===== config.mk =====
export PLATFORM = sky130hd
export DESIGN_NAME = battle_sound_mixer
export DESIGN_NICKNAME = d
export VERILOG_FILES = /design/src/rtl/battle_sound_pkg.sv /design/src/rtl/sound_envelope.sv /design/src/rtl/battle_sound_mixer.sv
export SDC_FILE = /design/constraint.sdc
export NUM_CORES = 1
export LEC_CHECK = 0
export ABC_CLOCK_PERIOD_IN_PS = 3000
export CAP_MARGIN = 20
export CORE_MARGIN = 5
export CORE_UTILIZATION = 60
export CTS_CLUSTER_DIAMETER = 50
export DETAILED_ROUTE_END_ITERATION = 6
export GPL_ROUTABILITY_DRIVEN = 0
export GPL_TIMING_DRIVEN = 0
export PLACE_DENSITY = 0.85
export SLEW_MARGIN = 5
export SYNTH_ARGS = -nofsm -noshare
export SYNTH_HDL_FRONTEND = slang
export SYNTH_SLANG_ARGS = --single-unit

===== constraint.sdc =====
create_clock -name clk -period 3 [get_ports clk]
set_input_delay 0.6 -clock clk [delete_from_list [all_inputs] [get_ports clk]]
set_output_delay 0.6 -clock clk [all_outputs]
set_load 0.01 [all_outputs]

===== src/rtl/battle_sound_pkg.sv =====
// Shared widths, LFSR taps and channel levels for the battle sound mixer.
package battle_sound_pkg;

   localparam int unsigned ENV_W       = 4;
   localparam int unsigned MIX_W       = 6;
   localparam int unsigned LFSR_W      = 16;
   localparam int unsigned LFSR_TAP_LO = 3;
   localparam int unsigned LFSR_TAP_HI = 14;
   localparam int unsigned PHASE_W     = 8;
   localparam int unsigned ENG_INC_LO  = 3;
   localparam int unsigned ENG_INC_HI  = 6;
   localparam int unsigned POKEY_LVL   = 8;
   localparam int unsigned ENGINE_LVL  = 4;

   localparam logic [ENV_W-1:0] ENV_MAX = '1;

   // XNOR feedback: the all-zero state is a legal start and shifts in a 1.
   function automatic logic [LFSR_W-1:0] lfsr_next(input logic [LFSR_W-1:0] s);
      return {s[LFSR_W-2:0], ~(s[LFSR_TAP_LO] ^ s[LFSR_TAP_HI])};
   endfunction

endpackage


===== src/rtl/sound_envelope.sv =====
// Trigger edge detect plus prescaled, saturating 4-bit decay envelope.
module sound_envelope
   import battle_sound_pkg::*;
#(
   parameter int unsigned DECAY = 64
)
(
   input  logic             clk,
   input  logic             rst_l,
   input  logic             i_sample_en,
   input  logic             i_sound_en,
   input  logic             i_trig,
   output logic [ENV_W-1:0] o_env
);

   localparam int unsigned PRE_W = (DECAY > 1) ? $clog2(DECAY) : 1;

   logic             r_trig;
   logic [PRE_W-1:0] r_pre;
   logic [ENV_W-1:0] r_env;
   logic             w_edge;
   logic             w_wrap;

   assign w_edge = i_trig & ~r_trig;
   assign w_wrap = (r_pre == PRE_W'(DECAY - 1));
   assign o_env  = r_env;

   always_ff @(posedge clk or negedge rst_l) begin
      if (!rst_l) r_trig <= 1'b0;
      else        r_trig <= i_trig;
   end

   // Edge beats a coincident decay step; sound disable forces silence.
   always_ff @(posedge clk or negedge rst_l) begin
      if (!rst_l) begin
         r_pre <= '0;
         r_env <= '0;
      end else if (!i_sound_en) begin
         r_pre <= '0;
         r_env <= '0;
      end else if (w_edge) begin
         r_pre <= '0;
         r_env <= ENV_MAX;
      end else if (i_sample_en) begin
         if (w_wrap) begin
            r_pre <= '0;
            if (r_env != '0) r_env <= r_env - ENV_W'(1);
         end else begin
            r_pre <= r_pre + PRE_W'(1);
         end
      end
   end

endmodule


===== src/rtl/battle_sound_mixer.sv =====
// Discrete battle sounds (shell, explosion, engine) mixed with POKEY into a 6-bit PWM.
module battle_sound_mixer
   import battle_sound_pkg::*;
#(
   parameter int unsigned DECAY_SHELL = 64,
   parameter int unsigned DECAY_EXPLO = 128
)
(
   input  logic             clk,
   input  logic             rst_l,
   input  logic             sample_en,
   input  logic             sound_en,
   input  logic             shell_trig,
   input  logic             explo_trig,
   input  logic             explo_loud,
   input  logic             engine_rev,
   input  logic             pokey_aud,
   output logic [MIX_W-1:0] mix_level,
   output logic             aud_pwm
);

   logic [LFSR_W-1:0]  r_lfsr;
   logic [PHASE_W-1:0] r_phase;
   logic [MIX_W-1:0]   r_pwm_cnt;

   logic [ENV_W-1:0]   w_env_shell;
   logic [ENV_W-1:0]   w_env_explo;
   logic               w_noise_a;
   logic               w_noise_b;
   logic [MIX_W-1:0]   w_lvl_shell;
   logic [MIX_W-1:0]   w_lvl_explo;
   logic [MIX_W-1:0]   w_lvl_engine;
   logic [MIX_W-1:0]   w_lvl_pokey;
   logic [MIX_W-1:0]   w_sum;

   sound_envelope #(.DECAY(DECAY_SHELL)) u_shell (
      .clk         (clk),
      .rst_l       (rst_l),
      .i_sample_en (sample_en),
      .i_sound_en  (sound_en),
      .i_trig      (shell_trig),
      .o_env       (w_env_shell)
   );

   sound_envelope #(.DECAY(DECAY_EXPLO)) u_explo (
      .clk         (clk),
      .rst_l       (rst_l),
      .i_sample_en (sample_en),
      .i_sound_en  (sound_en),
      .i_trig      (explo_trig),
      .o_env       (w_env_explo)
   );

   assign w_noise_a = r_lfsr[LFSR_W-1];
   assign w_noise_b = ~&r_lfsr[LFSR_W-2:LFSR_W-5];

   // Channel levels; worst case 15+30+4+8 = 57 fits the mix width unsaturated.
   always_comb begin
      w_lvl_shell  = '0;
      w_lvl_explo  = '0;
      w_lvl_engine = '0;
      w_lvl_pokey  = '0;
      if (w_noise_a) w_lvl_shell = MIX_W'(w_env_shell);
      if (w_noise_b) w_lvl_explo = explo_loud ? MIX_W'({w_env_explo, 1'b0}) : MIX_W'(w_env_explo);
      if (r_phase[PHASE_W-1] && sound_en) w_lvl_engine = MIX_W'(ENGINE_LVL);
      if (pokey_aud) w_lvl_pokey = MIX_W'(POKEY_LVL);
      w_sum = w_lvl_shell + w_lvl_explo + w_lvl_engine + w_lvl_pokey;
   end

   always_ff @(posedge clk or negedge rst_l) begin
      if (!rst_l) begin
         r_lfsr    <= '0;
         r_phase   <= '0;
         mix_level <= '0;
      end else if (sample_en) begin
         r_lfsr    <= sound_en ? lfsr_next(r_lfsr) : '0;
         r_phase   <= r_phase + (engine_rev ? PHASE_W'(ENG_INC_HI) : PHASE_W'(ENG_INC_LO));
         mix_level <= w_sum;
      end
   end

   always_ff @(posedge clk or negedge rst_l) begin
      if (!rst_l) begin
         r_pwm_cnt <= '0;
         aud_pwm   <= 1'b0;
      end else begin
         r_pwm_cnt <= r_pwm_cnt + MIX_W'(1);
         aud_pwm   <= (r_pwm_cnt < mix_level);
      end
   end

endmodule


==> run_results.csv <==
group,metric,value,unit
grt,grtUsageTotal,20.9,%
cts,clockRootBuffer,"clkbuf_8",
synthesis,synth_nets,338,
cts,clk_pin_slew_worst_paths,0.07,ns
run_status,status,"finished, final reports clean",
placement,numPlacedInstances,390,
sta,max_freq,361,MHz
detailed_routing,vias,2283,
cells_and_area,final_util,69.4,%
cells_and_area,drive_gt1_share,8.93,%
floorplan,rows,26,
worst_setup_path,worst-endpoint-arrival,2.98,ns
power,p_switching,0.537,mW
sta,fin_ws,0.233,ns
placement,post-place-ws,-0.334,ns
worst_setup_path,crit_required,3.21,ns
cells_and_area,final_cells,406,
placement,portBuffers,14,
cells_and_area,final_common_cell,"dfrtp_1",
floorplan,start_util,61.3,%
sta,final-hold-violation-count,0,
cts,clkLatencyLatePin,0.33,ns
synthesis,synth_edf_count,0,
worst_setup_path,cp-start-kind,"primary input",
cts,clk_path_buf_depth,2,
synthesis,async_reset_ff_share,100,%
sta,maxSlewHeadroom,54.4,%
worst_setup_path,crit_type,"primary input to flip-flop",
power,power.internal,1.39,mW
floorplan,ioPinCount,16,
floorplan,fp.dieH,82,um
cells_and_area,syn2layout_area_growth,13.3,%
sta,period_share,92.2,%
cts,postCtsSetupRepairBufs,0,
power,p_clk_share,31.8,%
grt,gr-total-overflow,0,
sta,fin_crit,2.77,ns
synthesis,synth_area,3110,um2
job,maxCapViolCount,0,
detailed_routing,drt_pass1_iterations,4,
cells_and_area,layout_common_cells,"dfrtp_1 (60), inv_1 (30), nand3_1 (27)",
synthesis,ys_ff_latch,60,
detailed_routing,wl,5930,um
power,p_seq_share,49.8,%
min_path,hold_path.class,"primary input to asynchronous set/reset pin",
detailed_routing,vias_per_cell,5.62,
power,ir_worst_vdd,0.369,mV
detailed_routing,drtAntennaViolNets,0,
synthesis,synth_top_flop_cell,"dfrtp_1",
sta,setup_viol,0,
floorplan,die_area,6720,um2
sta,fin_skew,0.00531,ns
sta,finalMaxSlewViolations,0,
floorplan,die_width,82,um
detailed_routing,drc_errors,0,
detailed_routing,wl_per_cell,14.6,um
cells_and_area,antennaDiodeCount,0,
cts,htree_levels,3,
power,p_comb_share,18.3,%
worst_setup_path,cp_max_fo,10,
sta,grt_setup_unrepaired,"false",
worst_setup_path,crit_path_end_kind,"flip-flop",
synthesis,ys_seq_area_share,48.3,%
cts,cts.sinks,60,
cts,cts_buffers,9,
cts,cts_tree,"done",
floorplan,core_area,5070,um2
cells_and_area,nets,364,
detailed_routing,first_iter_violations,136,
synthesis,avgSynthCellArea,10.2,um2
sta,tightest_slew,0.683,ns
grt,grt_pass1_vias,2436,
grt,grt_max_degree,32,
synthesis,yosys_warnings,0,
power,swShare,27.9,%
grt,antenna_found_initial,0,
placement,dpl.hpwl,4340,um
grt,grt_pass1_wl,10700,um
power,power_density,547,nW/um2
power,p_leak,1.61,nW
synthesis,synth.distinct_cells,46,
synthesis,synthCells,305,
==> synthesized netlist by cell type (all sizes together) (2+ instances only) <==
library cell,instances,area (um2)
fa,3,60.1
nand2,16,62.6
xnor2,12,105
mux2i,7,70.1
a21oi,13,65.1
and3,4,30.0
o21ai,21,105
mux2,6,67.6
inv,30,113
a311oi,3,26.3
ha,21,263
nor3b,2,15.0
a21o,2,15.0
nor2,20,75.1
and2,3,18.8
nand4,5,31.3
a41oi,2,17.5
nand3,27,135
buf,5,28.8
or3,2,12.5
nor3,4,20.0
dfrtp,60,1500
xor2,9,78.8
nand2b,4,25.0
clkbuf,5,18.8
a31oi,3,18.8
==> metrics by stage <==
| step | setup TNS, ns | area (um2) | total power, mW | hold slack (ns) |
|---|---|---|---|---|
| 2_1_floorplan | 0 | 3110 | 1.20 | 0.304 |
| 3_3_place_gp | -30.22 | 3340 | 1.30 | 0.453 |
| 3_5_place_dp | -0.746 | 3350 | 1.33 | 0.455 |
| 4_1_cts | 0 | 3520 | 1.94 | 0.311 |
| 5_1_grt | 0 | 3520 | 2.04 | 0.358 |
| 6_report | 0 | 3520 | 1.93 | 0.296 |
==> routing by layer <==
metal	up-vias	share of wire, %	track usage [%]
met5	-	0	0
met4	0	2.4	10.6
met3	13	3.7	3.73
met2	52	47	34.0
met1	1120	47	26.6
li1	1098	-	-
==> worst paths after layout <==
kind	slack (ns)	from	depth (start not counted)	to
setup / recovery	0.23	sound_en	8	mix_level[5]
min in group clk	0.46	r_phase[6]	1	r_phase[6]
hold reg to reg	0.46	r_phase[6]	1	r_phase[6]
hold / removal	0.30	rst_l	1	r_lfsr[7]
max in group asynchronous	2.11	rst_l	2	r_lfsr[14]
setup reg to reg	0.30	r_lfsr[11]	8	mix_level[5]
==> cell type report <==
| class | instances | area (um2) |
|---|---|---|
| Sequential cell | 60 | 1500 |
| Fill cell | 389 | 1550 |
| Multi-Input combinational cell | 204 | 1450 |
| Buffer | 10 | 48.8 |
| Clock buffer | 14 | 153 |
| Tap cell | 70 | 87.6 |
| Inverter | 31 | 116 |
| Clock inverter | 2 | 10.0 |
| Timing Repair Buffer | 15 | 155 |
==> critical path, cell delays in order <==
cell	delay [ns]
clkdlybuf4s50_1	0.50
clkbuf_2	0.26
and2_1	0.19
fa_1	0.46
fa_1	0.48
a21o_1	0.19
a211oi_1	0.22
a21oi_1	0.06
==> power by group through the flow <==
stage / registers, mW / logic [mW] / clock network [mW]
final: 0.960 / 0.353 / 0.613
after global routing: 0.973 / 0.403 / 0.663
after floorplan: 0.963 / 0.241 / 0
after detailed placement: 0.973 / 0.356 / 0
after global placement: 0.968 / 0.334 / 0
after CTS: 0.960 / 0.357 / 0.629
==> registers in the layout, indices dropped and copies added, names as in the netlist <==
name            flops
r_pwm_cnt           6
r_phase             8
aud_pwm             1
r_lfsr             16
mix_level           6
u_shell.o_env       4
u_explo.o_env       4
u_explo.r_pre       7
u_explo.r_trig      1
u_shell.r_pre       6
u_shell.r_trig      1
==> kinds of logic (layout without fill, tap and decap cells) <==
| group | count (synthesis) | count (layout) | share of synthesized area, % |
|---|---|---|---|
| and+or+nand+nor | 92 | 92 | 14.9 |
| DFF | 60 | 60 | 48.3 |
| AOI/OAI and AO/OA | 54 | 54 | 10.8 |
| buffers and inverters | 41 | 72 | 5.27 |
| adders and majority gates | 24 | 24 | 10.4 |
| xor gates and xnor gates | 21 | 21 | 5.91 |
| muxes | 13 | 13 | 4.42 |
==> timing repair <==
item / CTS / global route
hold buffers: 0 / 0
gates resized for setup: 0 / 3
endpoints found under the setup margin: 0 / 2
Note: power is estimated with default switching activity, not from simulation.
